===== src/rtl/acq_pkg.sv =====
// -----------------------------------------------------------------------------
// acq_pkg
// Shared definitions for the ADC acquisition sequencer:
//   - acq_state_e : sequencer state encoding
//   - ADC_W_DEF   : default ADC sample width
//   - clog2()     : ceil(log2(value)), minimum 1, usable in parameter context
//   - acq_depth() : ring buffer depth derived from pre/post sample counts
// -----------------------------------------------------------------------------
package acq_pkg;

  localparam int ADC_W_DEF = 14;

  typedef enum logic [2:0] {
    ST_IDLE,
    ST_PREFILL,
    ST_ARMED,
    ST_POST,
    ST_READOUT,
    ST_HOLDOFF
  } acq_state_e;

  // Always returns at least 1 so a degenerate size still yields a legal vector.
  function automatic int clog2(input int value);
    int r;
    r = 0;
    while ((1 << r) < value) r++;
    if (r == 0) r = 1;
    return r;
  endfunction

  function automatic int acq_depth(input int pre, input int post);
    return pre + post;
  endfunction

endpackage


===== src/rtl/acq_ring_buf.sv =====
// -----------------------------------------------------------------------------
// acq_ring_buf
// Simple dual-port sample memory: one synchronous write port, one read port
// with a registered output (one cycle read latency). No reset on the array or
// the read register so the tools can map it onto an M10K block.
// Ports:
//   clk      in   clock
//   wr_en    in   write strobe
//   wr_addr  in   write address
//   wr_data  in   write data
//   rd_addr  in   read address, sampled every clock
//   rd_data  out  mem[rd_addr] from the previous clock
// -----------------------------------------------------------------------------
module acq_ring_buf
  import acq_pkg::*;
#(
  parameter int DEPTH = 64,
  parameter int W     = ADC_W_DEF,
  parameter int AW    = clog2(DEPTH)
) (
  input  logic          clk,
  input  logic          wr_en,
  input  logic [AW-1:0] wr_addr,
  input  logic [W-1:0]  wr_data,
  input  logic [AW-1:0] rd_addr,
  output logic [W-1:0]  rd_data
);

  logic [W-1:0] mem_q [DEPTH];
  logic [W-1:0] rd_q;

  always_ff @(posedge clk) begin
    if (wr_en) mem_q[wr_addr] <= wr_data;
    rd_q <= mem_q[rd_addr];
  end

  assign rd_data = rd_q;

endmodule


===== src/rtl/adc_acq_sequencer.sv =====
// -----------------------------------------------------------------------------
// adc_acq_sequencer
// One acquisition cycle: arm -> pre-trigger fill -> level-crossing trigger ->
// post-trigger capture -> readout of the whole record (oldest sample first)
// over valid/ready -> optional holdoff and automatic re-arm.
// Optional feature macro: ACQ_AUTO_TRIG_EN (adds AUTO_TIMEOUT and auto_trig).
// Ports:
//   clk, rst             clock, asynchronous active-high reset
//   adc_data, adc_valid  incoming sample and its one-cycle strobe
//   trig_slope           1 = rising crossing, 0 = falling crossing
//   trig_level           crossing threshold (unsigned)
//   arm                  start pulse, honoured only in IDLE
//   continuous           1 = re-arm after holdoff, 0 = single shot
//   out_data/out_valid/out_ready/out_last  record stream
//   busy                 registered (state != IDLE)
//   triggered            one-cycle pulse after the trigger sample is written
//   auto_trig            (ACQ_AUTO_TRIG_EN only) record was force-triggered
// PRE must be at least 1.
// -----------------------------------------------------------------------------
module adc_acq_sequencer
  import acq_pkg::*;
#(
  parameter int ADC_W   = ADC_W_DEF,
  parameter int PRE     = 16,
  parameter int POST    = 48,
  parameter int HOLDOFF = 1000
`ifdef ACQ_AUTO_TRIG_EN
  , parameter int AUTO_TIMEOUT = 5_000_000
`endif
) (
  input  logic             clk,
  input  logic             rst,
  input  logic [ADC_W-1:0] adc_data,
  input  logic             adc_valid,
  input  logic             trig_slope,
  input  logic [ADC_W-1:0] trig_level,
  input  logic             arm,
  input  logic             continuous,
  output logic [ADC_W-1:0] out_data,
  output logic             out_valid,
  input  logic             out_ready,
  output logic             out_last,
  output logic             busy,
  output logic             triggered
`ifdef ACQ_AUTO_TRIG_EN
  , output logic           auto_trig
`endif
);

  localparam int DEPTH = acq_depth(PRE, POST);
  localparam int PTR_W = clog2(DEPTH);
  localparam int HO_W  = clog2(HOLDOFF + 1);

  localparam logic [PTR_W-1:0] LAST_IDX  = PTR_W'(DEPTH - 1);
  localparam logic [PTR_W-1:0] PRE_LAST  = PTR_W'(PRE - 1);
  localparam logic [PTR_W-1:0] POST_LAST = PTR_W'(POST - 1);
  localparam logic [PTR_W-1:0] PRE_C     = PTR_W'(PRE);
  localparam logic [PTR_W-1:0] BACK_WRAP = PTR_W'(DEPTH - PRE);
  localparam logic [HO_W-1:0]  HO_LAST   = HO_W'(HOLDOFF - 1);

`ifdef ACQ_AUTO_TRIG_EN
  localparam int AT_W = clog2(AUTO_TIMEOUT + 1);
  localparam logic [AT_W-1:0] AT_MAX = AT_W'(AUTO_TIMEOUT);
`endif

  // Explicit wrap so DEPTH need not be a power of two.
  function automatic logic [PTR_W-1:0] ptr_inc(input logic [PTR_W-1:0] p);
    return (p == LAST_IDX) ? '0 : p + PTR_W'(1);
  endfunction

  // (p - PRE) mod DEPTH: locates the oldest sample of the record.
  function automatic logic [PTR_W-1:0] ptr_back_pre(input logic [PTR_W-1:0] p);
    return (p >= PRE_C) ? p - PRE_C : p + BACK_WRAP;
  endfunction

  acq_state_e       state_q, state_d;
  logic [PTR_W-1:0] wr_ptr_q, wr_ptr_d;
  logic [PTR_W-1:0] rd_ptr_q, rd_ptr_d;
  logic [PTR_W-1:0] trig_ptr_q, trig_ptr_d;
  logic [PTR_W-1:0] pre_cnt_q, pre_cnt_d;
  logic [PTR_W-1:0] post_cnt_q, post_cnt_d;
  logic [PTR_W-1:0] out_cnt_q, out_cnt_d;
  logic [HO_W-1:0]  hold_cnt_q, hold_cnt_d;
  logic [ADC_W-1:0] prev_q, prev_d;
  logic             out_valid_q, out_valid_d;
  logic             out_last_q, out_last_d;
  logic             busy_q, busy_d;
  logic             trig_pulse_q, trig_pulse_d;
  logic             wr_en;
  logic [ADC_W-1:0] ram_rd_data;
  logic             hit_rise, hit_fall, level_hit, fire;

`ifdef ACQ_AUTO_TRIG_EN
  logic [AT_W-1:0] at_cnt_q, at_cnt_d;
  logic            auto_trig_q, auto_trig_d;
`endif

  // A crossing needs the previous sample on the far side (or on) the level,
  // so a signal already past the threshold on entry never fires.
  assign hit_rise  = (prev_q <= trig_level) && (adc_data > trig_level);
  assign hit_fall  = (prev_q >= trig_level) && (adc_data < trig_level);
  assign level_hit = trig_slope ? hit_rise : hit_fall;
`ifdef ACQ_AUTO_TRIG_EN
  assign fire = level_hit || (at_cnt_q == AT_MAX);
`else
  assign fire = level_hit;
`endif

  always_comb begin
    state_d      = state_q;
    wr_ptr_d     = wr_ptr_q;
    rd_ptr_d     = rd_ptr_q;
    trig_ptr_d   = trig_ptr_q;
    pre_cnt_d    = pre_cnt_q;
    post_cnt_d   = post_cnt_q;
    out_cnt_d    = out_cnt_q;
    hold_cnt_d   = hold_cnt_q;
    prev_d       = prev_q;
    trig_pulse_d = 1'b0;
    wr_en        = 1'b0;
`ifdef ACQ_AUTO_TRIG_EN
    at_cnt_d     = '0;
    auto_trig_d  = auto_trig_q;
`endif

    case (state_q)
      ST_IDLE: begin
        if (arm) begin
          state_d   = ST_PREFILL;
          pre_cnt_d = '0;
          wr_ptr_d  = '0;
        end
      end

      ST_PREFILL: begin
`ifdef ACQ_AUTO_TRIG_EN
        auto_trig_d = 1'b0;
`endif
        if (adc_valid) begin
          wr_en     = 1'b1;
          wr_ptr_d  = ptr_inc(wr_ptr_q);
          prev_d    = adc_data;
          pre_cnt_d = pre_cnt_q + PTR_W'(1);
          if (pre_cnt_q == PRE_LAST) state_d = ST_ARMED;
        end
      end

      ST_ARMED: begin
`ifdef ACQ_AUTO_TRIG_EN
        at_cnt_d = (at_cnt_q == AT_MAX) ? at_cnt_q : at_cnt_q + AT_W'(1);
`endif
        if (adc_valid) begin
          wr_en    = 1'b1;
          wr_ptr_d = ptr_inc(wr_ptr_q);
          prev_d   = adc_data;
          if (fire) begin
            trig_ptr_d   = wr_ptr_q;
            post_cnt_d   = PTR_W'(1);
            trig_pulse_d = 1'b1;
`ifdef ACQ_AUTO_TRIG_EN
            auto_trig_d  = !level_hit;
`endif
            if (POST == 1) begin
              state_d   = ST_READOUT;
              rd_ptr_d  = ptr_back_pre(wr_ptr_q);
              out_cnt_d = '0;
            end else begin
              state_d = ST_POST;
            end
          end
        end
      end

      ST_POST: begin
        if (adc_valid) begin
          wr_en      = 1'b1;
          wr_ptr_d   = ptr_inc(wr_ptr_q);
          prev_d     = adc_data;
          post_cnt_d = post_cnt_q + PTR_W'(1);
          if (post_cnt_q == POST_LAST) begin
            state_d   = ST_READOUT;
            rd_ptr_d  = ptr_back_pre(trig_ptr_q);
            out_cnt_d = '0;
          end
        end
      end

      ST_READOUT: begin
        // Incoming samples are ignored here; only the consumer moves rd_ptr.
        if (out_valid_q && out_ready) begin
          rd_ptr_d  = ptr_inc(rd_ptr_q);
          out_cnt_d = out_cnt_q + PTR_W'(1);
          if (out_cnt_q == LAST_IDX) begin
            state_d    = continuous ? ST_HOLDOFF : ST_IDLE;
            hold_cnt_d = '0;
          end
        end
      end

      ST_HOLDOFF: begin
        if (!continuous) begin
          state_d = ST_IDLE;
        end else if (hold_cnt_q == HO_LAST) begin
          state_d   = ST_PREFILL;
          pre_cnt_d = '0;
          wr_ptr_d  = '0;
        end else begin
          hold_cnt_d = hold_cnt_q + HO_W'(1);
        end
      end

      default: state_d = ST_IDLE;
    endcase

    out_valid_d = (state_d == ST_READOUT);
    out_last_d  = out_valid_d && (out_cnt_d == LAST_IDX);
    busy_d      = (state_d != ST_IDLE);
  end

  always_ff @(posedge clk or posedge rst) begin
    if (rst) begin
      state_q      <= ST_IDLE;
      wr_ptr_q     <= '0;
      rd_ptr_q     <= '0;
      trig_ptr_q   <= '0;
      pre_cnt_q    <= '0;
      post_cnt_q   <= '0;
      out_cnt_q    <= '0;
      hold_cnt_q   <= '0;
      prev_q       <= '0;
      out_valid_q  <= 1'b0;
      out_last_q   <= 1'b0;
      busy_q       <= 1'b0;
      trig_pulse_q <= 1'b0;
`ifdef ACQ_AUTO_TRIG_EN
      at_cnt_q     <= '0;
      auto_trig_q  <= 1'b0;
`endif
    end else begin
      state_q      <= state_d;
      wr_ptr_q     <= wr_ptr_d;
      rd_ptr_q     <= rd_ptr_d;
      trig_ptr_q   <= trig_ptr_d;
      pre_cnt_q    <= pre_cnt_d;
      post_cnt_q   <= post_cnt_d;
      out_cnt_q    <= out_cnt_d;
      hold_cnt_q   <= hold_cnt_d;
      prev_q       <= prev_d;
      out_valid_q  <= out_valid_d;
      out_last_q   <= out_last_d;
      busy_q       <= busy_d;
      trig_pulse_q <= trig_pulse_d;
`ifdef ACQ_AUTO_TRIG_EN
      at_cnt_q     <= at_cnt_d;
      auto_trig_q  <= auto_trig_d;
`endif
    end
  end

  // The read address follows rd_ptr_d, so the registered RAM output already
  // holds mem[rd_ptr_q] each cycle: back-to-back transfers need no bubble and
  // the word stays put while the consumer stalls.
  acq_ring_buf #(
    .DEPTH (DEPTH),
    .W     (ADC_W),
    .AW    (PTR_W)
  ) u_ring_buf (
    .clk     (clk),
    .wr_en   (wr_en),
    .wr_addr (wr_ptr_q),
    .wr_data (adc_data),
    .rd_addr (rd_ptr_d),
    .rd_data (ram_rd_data)
  );

  // RAM output has no reset; gate it so out_data reads 0 outside readout.
  assign out_data  = out_valid_q ? ram_rd_data : '0;
  assign out_valid = out_valid_q;
  assign out_last  = out_last_q;
  assign busy      = busy_q;
  assign triggered = trig_pulse_q;
`ifdef ACQ_AUTO_TRIG_EN
  assign auto_trig = auto_trig_q;
`endif

endmodule

===== config.mk =====
export PLATFORM = sky130hd
export DESIGN_NAME = adc_acq_sequencer
export DESIGN_NICKNAME = d
export VERILOG_FILES = /design/src/rtl/acq_pkg.sv /design/src/rtl/acq_ring_buf.sv /design/src/rtl/adc_acq_sequencer.sv
export SDC_FILE = /design/constraint.sdc
export NUM_CORES = 1
export LEC_CHECK = 0
export CORE_MARGIN = 1.5
export CORE_UTILIZATION = 31
export CTS_CLUSTER_DIAMETER = 80
export DETAILED_ROUTE_END_ITERATION = 8
export SLEW_MARGIN = 20
export SYNTH_ARGS = -nofsm -noshare
export SYNTH_HDL_FRONTEND = slang
export SYNTH_SLANG_ARGS = --single-unit

===== constraint.sdc =====
create_clock -name clk -period 9.2 [get_ports clk]
set_input_delay 1.38 -clock clk [delete_from_list [all_inputs] [get_ports clk]]
set_output_delay 1.38 -clock clk [all_outputs]
set_load 0.02 [all_outputs]

======== Word-level counts from Yosys, hierarchy flattened ========
Memories as Yosys holds them, arrays and structs flattened. A register that Yosys moved wholly into a read port is not among the register bits.
Cells that the tools add are included.
Widths: inputs -> output; s select.
storage, ports and cells
  latch bits .............................. 0
  memories kept ........................... 1
  register bits ........................... 67
  ROM bits ................................ 0
  RAM bits ................................ 896
memories
  name              depth  width  rd ports  clocked after memory_dff  wr ports  line                source
  u_ring_buf.mem_q  64     14     1         1                         1         acq_ring_buf.sv:29  logic [W-1:0] mem_q [DEPTH];
operators by class
  add/sub/neg operators ................... 8
  $lt $le $gt $ge ......................... 5
  reduce and logical (&&, ||, !) cells .... 17
  shifts and indexed selects .............. 0
  mux-type cells .......................... 49
  div/mod/pow operators ................... 0
  bitwise gates (word level) .............. 0
  $mul .................................... 0
  equal/unequal tests ..................... 24
operators with widths
  cell                   count
  $mux 6                 17
  $mux 10                4
  $mux 3                 12
  $pmux 6 s2             3
  $pmux 6 s3             2
  $add 6x1->6 const B    5
  $eq 6x6->1 const B     5
  $ne 2x2->1 const B     10
  $pmux 10 s2            1
  $pmux 3 s6             1
  $reduce_and 5->1       3
  $ge 14x14->1           1
  $gt 14x14->1           1
  $le 14x14->1           1
  $lt 14x14->1           1
  $mux 14                1
  $add 10x1->10 const B  1
  $eq 10x10->1 const B   1
  $eq 3x3->1 const B     3
  $reduce_bool 3->1      3
  $mux 1                 8
  $add 6x6->6 const B    1
  $eq 3x2->1 const B     2
  $eq 6x4->1 const B     1
  other kinds (11)       15

======== Logic depth before layout (Yosys ltp) ========
Gate-level depths: netlist of run 1.
  word-level depth ........................ 8
  gate-level depth with buffers ........... 17

======== Modules after synthesis ========
Synthesis of run 1 repeated with hierarchy kept, for this count alone.
unflattened totals
  cells, all modules ...................... 2036
  area total of the unflattened synthesis .. 38991.1 sq um
by module, submodules not included
  module             times used  cells each  area each (sq um)  seq. area each (sq um)
  acq_ring_buf       1           1571        34878.5            27186.1
  adc_acq_sequencer  1           465         4112.7             1676.6

======== Worst setup path after synthesis of run 1 ========
No wires, ideal clock.
  kind .................................... input to register
  from .................................... input adc_valid
  to ...................................... register u_ring_buf.rd_q[13], in the netlist u_ring_buf.rd_data[13], read port of u_ring_buf.mem_q
  stages on the path ...................... 13
  setup time .............................. 0.134 ns
  data required time ...................... 9.066 ns
  path slack .............................. 5.353 ns
  arrival ................................. 3.713 ns
  cells stage by stage .................... and3b_1 -> and3_1 -> buf_2 -> o211a_1 -> inv_1 -> buf_2 -> buf_2 -> buf_1 -> mux2i_1 -> o22ai_1 -> o21ai_0 -> nand3_1 -> or4_1
on the way
  word-level cells in the longest chain between the ends .. 2
ends and longest elaborated chain
  what         line                      source
  from (decl)  adc_acq_sequencer.sv:34   input logic adc_valid,
  $mux 6       adc_acq_sequencer.sv:175  if (adc_valid) begin
  $pmux 6 s2   adc_acq_sequencer.sv:126  case (state_q)
  to (decl)    acq_ring_buf.sv:30        logic [W-1:0] rd_q;
No other way between the ends.
A chain may end at the register's enable or synchronous reset.

======== Final worst setup path of run 1 ========
  from .................................... input adc_valid
  to ...................................... register u_ring_buf.rd_q[0], in the netlist u_ring_buf.rd_data[0], read port of u_ring_buf.mem_q
Same word-level chain as after synthesis.

==> results of run 1 <==
metrics by stage:
| stage | cell area [sq um] | worst slack [ns] | utilization [%] | cells |
|---|---|---|---|---|
| floorplan | 39900 | 5.35 | - | 3046 |
| global placement | 42400 | 2.82 | 33.2 | 4662 |
| detailed placement | 42400 | 2.79 | 33.2 | 4662 |
| CTS | 45500 | 3.48 | 35.6 | 4844 |
| global route | 45500 | 3.16 | 35.6 | 4844 |
| finish | 45500 | 3.39 | 35.6 | 4846 |
layer usage:
layer | track usage [%] | share of wire, %
met1 | 23.5 | 43
met4 | 4.59 | 2.3
met2 | 27.0 | 47
met5 | 0 | 0.060
met3 | 2.61 | 7.8
synth_stat cells (all sizes together), types with 4 or more instances:
cell type  instances  share of area [%]
a21o              14               0.26
a21oi             41               0.51
a311oi            98                2.2
a32oi             12               0.26
and2              18               0.28
and3             104                1.6
and4               4              0.088
buf              106                1.4
clkbuf            81               0.76
dfrtp             67                4.2
dfxtp             14               0.70
edfxtp           896                 67
ha                36                1.1
inv               32               0.30
mux2              14               0.40
mux2i            103                2.6
nand2            738                6.9
nand2b             6              0.094
nand3            236                3.0
nand3b             7               0.13
nand4             17               0.27
nor2             132                1.3
nor2b              5              0.078
nor3              10               0.13
nor4               7               0.11
o21ai            113                1.4
o22ai             46               0.72
o32ai             15               0.33
or2                5              0.078
or3               16               0.25
or4               14               0.26
xnor2              4              0.088
xor2               4              0.088
final timing paths:
path	depth (start not counted)	end	start	slack, ns
min	2	prev_q[0]	prev_q[0]	0.49
min in group asynchronous	3	prev_q[3]	rst	1.30
max in group asynchronous	3	hold_cnt_q[4]	rst	7.30
min reg2reg	2	prev_q[0]	prev_q[0]	0.49
max	12	u_ring_buf.rd_data[0]	adc_valid	3.39
max reg2reg	11	u_ring_buf.rd_data[0]	state_q[0]	3.89
flip-flops by register name, indices dropped and copies added (netlist names):
signal and count:
state_q 3, prev_q 14, u_ring_buf.rd_data 14, u_ring_buf.mem_q 896
trig_ptr_q 6, out_valid 1, pre_cnt_q 6, rd_ptr_q 6
triggered 1, busy 1, wr_ptr_q 6, hold_cnt_q 10
post_cnt_q 6, out_last 1, out_cnt_q 6
power groups by stage:
stage          Sequential (uW)  Clock (uW)  Combinational (uW)
3_3_place_gp              5200           0                 572
3_5_place_dp              5210           0                 582
4_1_cts                   5120        3950                 586
6_report                  5120        3890                 585
5_1_grt                   5130        4110                 641
2_1_floorplan             5150           0                 349
layout make-up:
class | count | share of cell area [%]
diodes | 2 | 0.0110
multi-input cells | 1850 | 22.3
clock inverters | 51 | 0.932
clock buffers | 131 | 5.95
flip-flops and latches | 977 | 63.4
inverters | 32 | 0.289
repair buffers | 141 | 2.54
well taps | 1662 | 4.57
worst min-delay path, stage by stage (launching register included):
cell     delay (ns)
dfrtp_1        0.34
nand2_1        0.05
o21ai_0        0.07
cell families after synthesis:
logic type / after synthesis / synth area share [%]
flops: 977 / 72.3
xor+xnor: 8 / 0.176
simple gates: 1324 / 14.7
fa+ha+maj: 36 / 1.13
compound gates: 365 / 6.23
buf+inv: 219 / 2.43
mux: 117 / 2.98
==> metrics.csv, run 1 <==
metric,value,unit
outcome,"finished, final reports clean",
max incr delay on CP,0.70,ns
Sequential Area,28900,sq um
Die Y,362,um
Slew headroom,25.3,%
"Area growth, synth to finish",14.1,%
routability cong.,0.844,
CP startpoint kind,input pin,
Final period util,63.2,%
Comb pwr share,6.1,%
die extent in x,362,um
CTS sink count,977,
Mapped Cells,3046,
Final Hold Vio Count,0,
CTS tree,yes,
CP Data Required Time,9.73,ns
P_leak,0.0154,uW
initial antenna violation count,11,
"commonest non-fill, non-tap cell in the layout",edfxtp_1,
Buffers on Ports,52,
Worst-Skew Late Latency,0.68,ns
largest net degree at the start of global routing,162,
sequential area share after synthesis,72.3,%
Num CTS Buffers,100,
Post-Syn Area per Cell,13.1,sq um
GR Overflow Total,0,
async set or reset register ratio after synthesis,6.86,%
# Post-CTS Setup Buffers,0,
number of flops mapped to enable cells by yosys,896,
crit path max-delay cell type,o211a_4,
via/cell ratio,5.25,
Sw Share,23.1,%
worst slew pin tran,1.12,ns
FILL cells,12107,
cell area after synthesis,39900,sq um
#FFs+latches synth,977,
setup tns final,0,ns
Internal Power,7380,uW
initial core utilization,31.2,%
clk buf depth,3,
Total Wirelength,112,mm
Row Count,131,
endpoints failing setup,0,
DP HPWL,66.1,mm
Critical Path AT,6.34,ns
unrepaired setup endpoints after global routing,false,
Worst VDD drop,0.131,mV
fin nets,3173,
Mapped Nets,3117,
Crit path buffers/inverters,3,
"Reg clk slew, reported paths",0.06,ns
Synth warnings,0,
H-tree levels,3,
CTS Hold Bufs,0,
die area,131000,sq um
HP Class,reg2reg,
Flop pwr share,53.3,%
Max Cap Viol,0,
Vias,25459,
gr usage total,16.8,%
ys flop type,edfxtp_1,
drc violations,0,
area taken by multi-input logic gates,10100,sq um
Worst setup EP type,register,
critical path class,in2reg,
worst path cell trace,clkdlybuf4s50_1 -> and3b_1 -> and3_1 -> o211a_4 -> inv_8 -> buf_12 -> nand2_1 -> and3_1 -> a311oi_1 -> o21ai_0 -> nand2_1 -> or4_1,
min Tclk post-route,5.81,ns
WL per Instance,23.2,um
vias in the first global route,23941,
drt pass-1 iters,6,
# IOs,53,
Power Dens Cells,211,nW/um^2
fin. max-slew vios,0,
Max Clock Freq,0.172,GHz
post-CTS sizing,0,
clock skew,0.0344,ns
most frequent cells in the layout,"edfxtp_1 (896), nand2_1 (738), nand3_1 (234), nor2_1 (108), and3_1 (104)",
Top delay family on crit path,simple AND/OR/NAND/NOR gates,
Detail Route Antenna Nets,0,
post-synth cell types,64,
Total Power,9590,uW
share of post-route cells with drive strength above 1,9.46,%
root buffer cell,clkbuf_16,
Psw,2210,uW
clock share of power,40.6,%
"critical path fanouts, max",161,
Min Hold Slack,0.487,ns
core area,128000,sq um
first-pass GRT wire length,165,mm
1st-iter DRT viols,3272,
Note: power is estimated with default switching activity, not from simulation.
==> run 2: changes to the inputs <==
Clock period 9.2 ns to 5 ns, I/O delays scaled along.
==> run 2 against run 1 <==
Via count is 1.8% higher. Sequential power grew 84%. Count of clock-buffer cells in the layout shrank 5. Sequential share of layout area down 1.4 points. Critical path depth unchanged. Flip-flop and latch count unchanged. Cell count rose by 1.6%. Hold slack worse by 0.045 ns. Setup slack worse by 2.7 ns. Clock skew is 0.011 ns higher.
==> metrics.csv, run 2 (synthesis gave the netlist of run 1 again) <==
metric,value,unit,change
Slew headroom,16.5,%,was 25.3%
max incr delay on CP,0.68,ns,was 0.70 ns
outcome,"finished, final reports clean",,unchanged
CP startpoint kind,register,,was input pin
FILL cells,12095,,"was 12,107"
placed cells,4727,,"was 4,662"
# IOs,53,,unchanged
die area,131000,sq um,unchanged
"Reg clk slew, reported paths",0.06,ns,about the same
vias in the first global route,24638,,"was 23,941"
"critical path fanouts, max",61,,was 161
core area,128000,sq um,unchanged
setup tns final,0,ns,unchanged
CP most frequent cell,buf_4,,
HP Class,in2reg,,was reg2reg
initial core utilization,31.2,%,unchanged
1st-iter DRT viols,3271,,"was 3,272"
Worst setup EP type,register,,unchanged
fin nets,3240,,"was 3,173"
clk buf depth,3,,unchanged
Worst-Skew Late Latency,0.70,ns,was 0.68 ns
first-pass GRT wire length,170,mm,was 165 mm
clock skew,0.0450,ns,was 0.0344 ns
CP Data Required Time,5.64,ns,was 9.73 ns
DP HPWL,71.6,mm,was 66.1 mm
CTS sink count,977,,unchanged
Num CTS Buffers,102,,was 100
min Tclk post-route,4.31,ns,
Largest Register,u_ring_buf.mem_q,,unchanged
post-CTS sizing,0,,unchanged
P_leak,0.0160,uW,was 0.0154 uW
Detail Route Antenna Nets,0,,unchanged
H-tree levels,3,,unchanged
"Area growth, synth to finish",16.6,%,was 14.1%
Final period util,86.2,%,
Vias,25919,,"was 25,459"
PnR worst setup slack,0.688,ns,was 3.39 ns
crit path max-delay cell type,dfrtp_1,,was o211a_4
endpoints failing setup,0,,unchanged
fin. max-slew vios,0,,unchanged
Worst VDD drop,0.298,mV,was 0.131 mV
Die Y,362,um,unchanged
Critical Path AT,4.96,ns,was 6.34 ns
root buffer cell,clkbuf_16,,unchanged
"commonest non-fill, non-tap cell in the layout",edfxtp_1,,unchanged
WL per Instance,23.8,um,was 23.2 um
worst path cell trace,and3b_1 -> and3_1 -> o32ai_1 -> a211oi_4 -> buf_4 -> buf_4 -> nand3_1 -> buf_4 -> o22ai_1 -> a32oi_1 -> nand3_1 -> or4_1,,was clkdlybuf4s50_1 -> and3b_1 -> and3_1 -> o211a_4 -> inv_8 -> buf_12 -> nand2_1 -> and3_1 -> a311oi_1 -> o21ai_0 -> nand2_1 -> or4_1
routability cong.,0.908,,was 0.844
unrepaired setup endpoints after global routing,false,,unchanged
worst slew pin tran,1.25,ns,was 1.12 ns
die extent in x,362,um,unchanged
Final Hold Vio Count,0,,unchanged
r2r worst-path depth,12,,was 11
initial antenna violation count,17,,was 11
Total Wirelength,117,mm,was 112 mm
Total Power,18400,uW,was 9590 uW
via/cell ratio,5.26,,was 5.25
CTS tree,yes,,unchanged
area taken by multi-input logic gates,10100,sq um,about the same
Power Dens Cells,395,nW/um^2,was 211 nW/um^2
largest net degree at the start of global routing,112,,was 162
share of post-route cells with drive strength above 1,11.2,%,was 9.46%
Row Count,131,,unchanged
"Cell Count, Final, Fillers Out",4923,,"was 4,846"
drc violations,0,,unchanged
WHS Path Cells,1,,was 2
# Post-CTS Setup Buffers,0,,unchanged
Buffers on Ports,52,,unchanged
Max Clock Freq,0.232,GHz,
GR Overflow Total,0,,unchanged
Sequential Area,28900,sq um,unchanged
critical path class,reg2reg,,was in2reg
CTS Hold Bufs,0,,unchanged
most frequent cells in the layout,"edfxtp_1 (896), nand2_1 (738), nand3_1 (234), buf_4 (138), nor2_1 (129)",,"was edfxtp_1 (896), nand2_1 (738), nand3_1 (234), nor2_1 (108), and3_1 (104)"
Max Cap Viol,0,,unchanged
max reg flops,896,,unchanged
Worst R2R Setup Slack,0.69,ns,was 3.89 ns
post-place setup slack,0.257,ns,was 2.79 ns
gr usage total,17.6,%,was 16.8%
drt pass-1 iters,6,,unchanged
[run 2: layout make-up]
class | count | share of cell area (%)
Inverter | 32 | 0.282
Sequential cell | 977 | 62.1
Antenna cell | 2 | 0.0108
Clock inverter | 68 | 1.69
Clock buffer | 126 | 5.92
Multi-Input combinational cell | 1850 | 21.7
Timing Repair Buffer | 206 | 3.88
Tap cell | 1662 | 4.47
[run 2: final timing paths]
kind	from	to
worst max register to register	state_q[0]	u_ring_buf.rd_data[8]
max in group asynchronous	rst	hold_cnt_q[3]
worst min register to register	trig_ptr_q[2]	trig_ptr_q[2]
worst min-delay path	adc_data[2]	u_ring_buf.mem_q[20][2]
worst max-delay path	state_q[0]	u_ring_buf.rd_data[8]
min in group asynchronous	rst	rd_ptr_q[0]
[run 2: power breakdown]
part	switching (uW)	leakage [uW]	internal, uW
clock	3250	0.00174	4660
combinational	727	0.00520	328
sequential	200	0.00902	9230
total	4180	0.0160	14200
[run 2: stage by stage]
step | hold WS [ns] | instance area, sq um | utilization, %
4_1_cts | 0.444 | 46500 | 36.4
3_3_place_gp | 0.460 | 43000 | 33.6
6_report | 0.442 | 46500 | 36.4
5_1_grt | 0.435 | 46500 | 36.4
3_5_place_dp | 0.465 | 43000 | 33.6
2_1_floorplan | 0.445 | 39900 | -
[run 2: metal layers]
layer | GRT usage (%) | vias to the layer above | part of all wire (%) | wire, um
li1 | - | 11534 | - | -
met4 | 5.80 | 8 | 2.9 | 3360
met2 | 28.1 | 1122 | 47 | 54700
met5 | 0 | - | 0.037 | 43
met3 | 2.70 | 168 | 8.4 | 9870
met1 | 24.4 | 13087 | 42 | 49000
[run 2: worst max-delay path, delay by kind of cell (launching register included)]
kind	cells	cell delay, ns
AOI/OAI and AO/OA	4	0.99
buffers and inverters	3	1.13
DFF	1	0.68
and+or+nand+nor	5	1.45
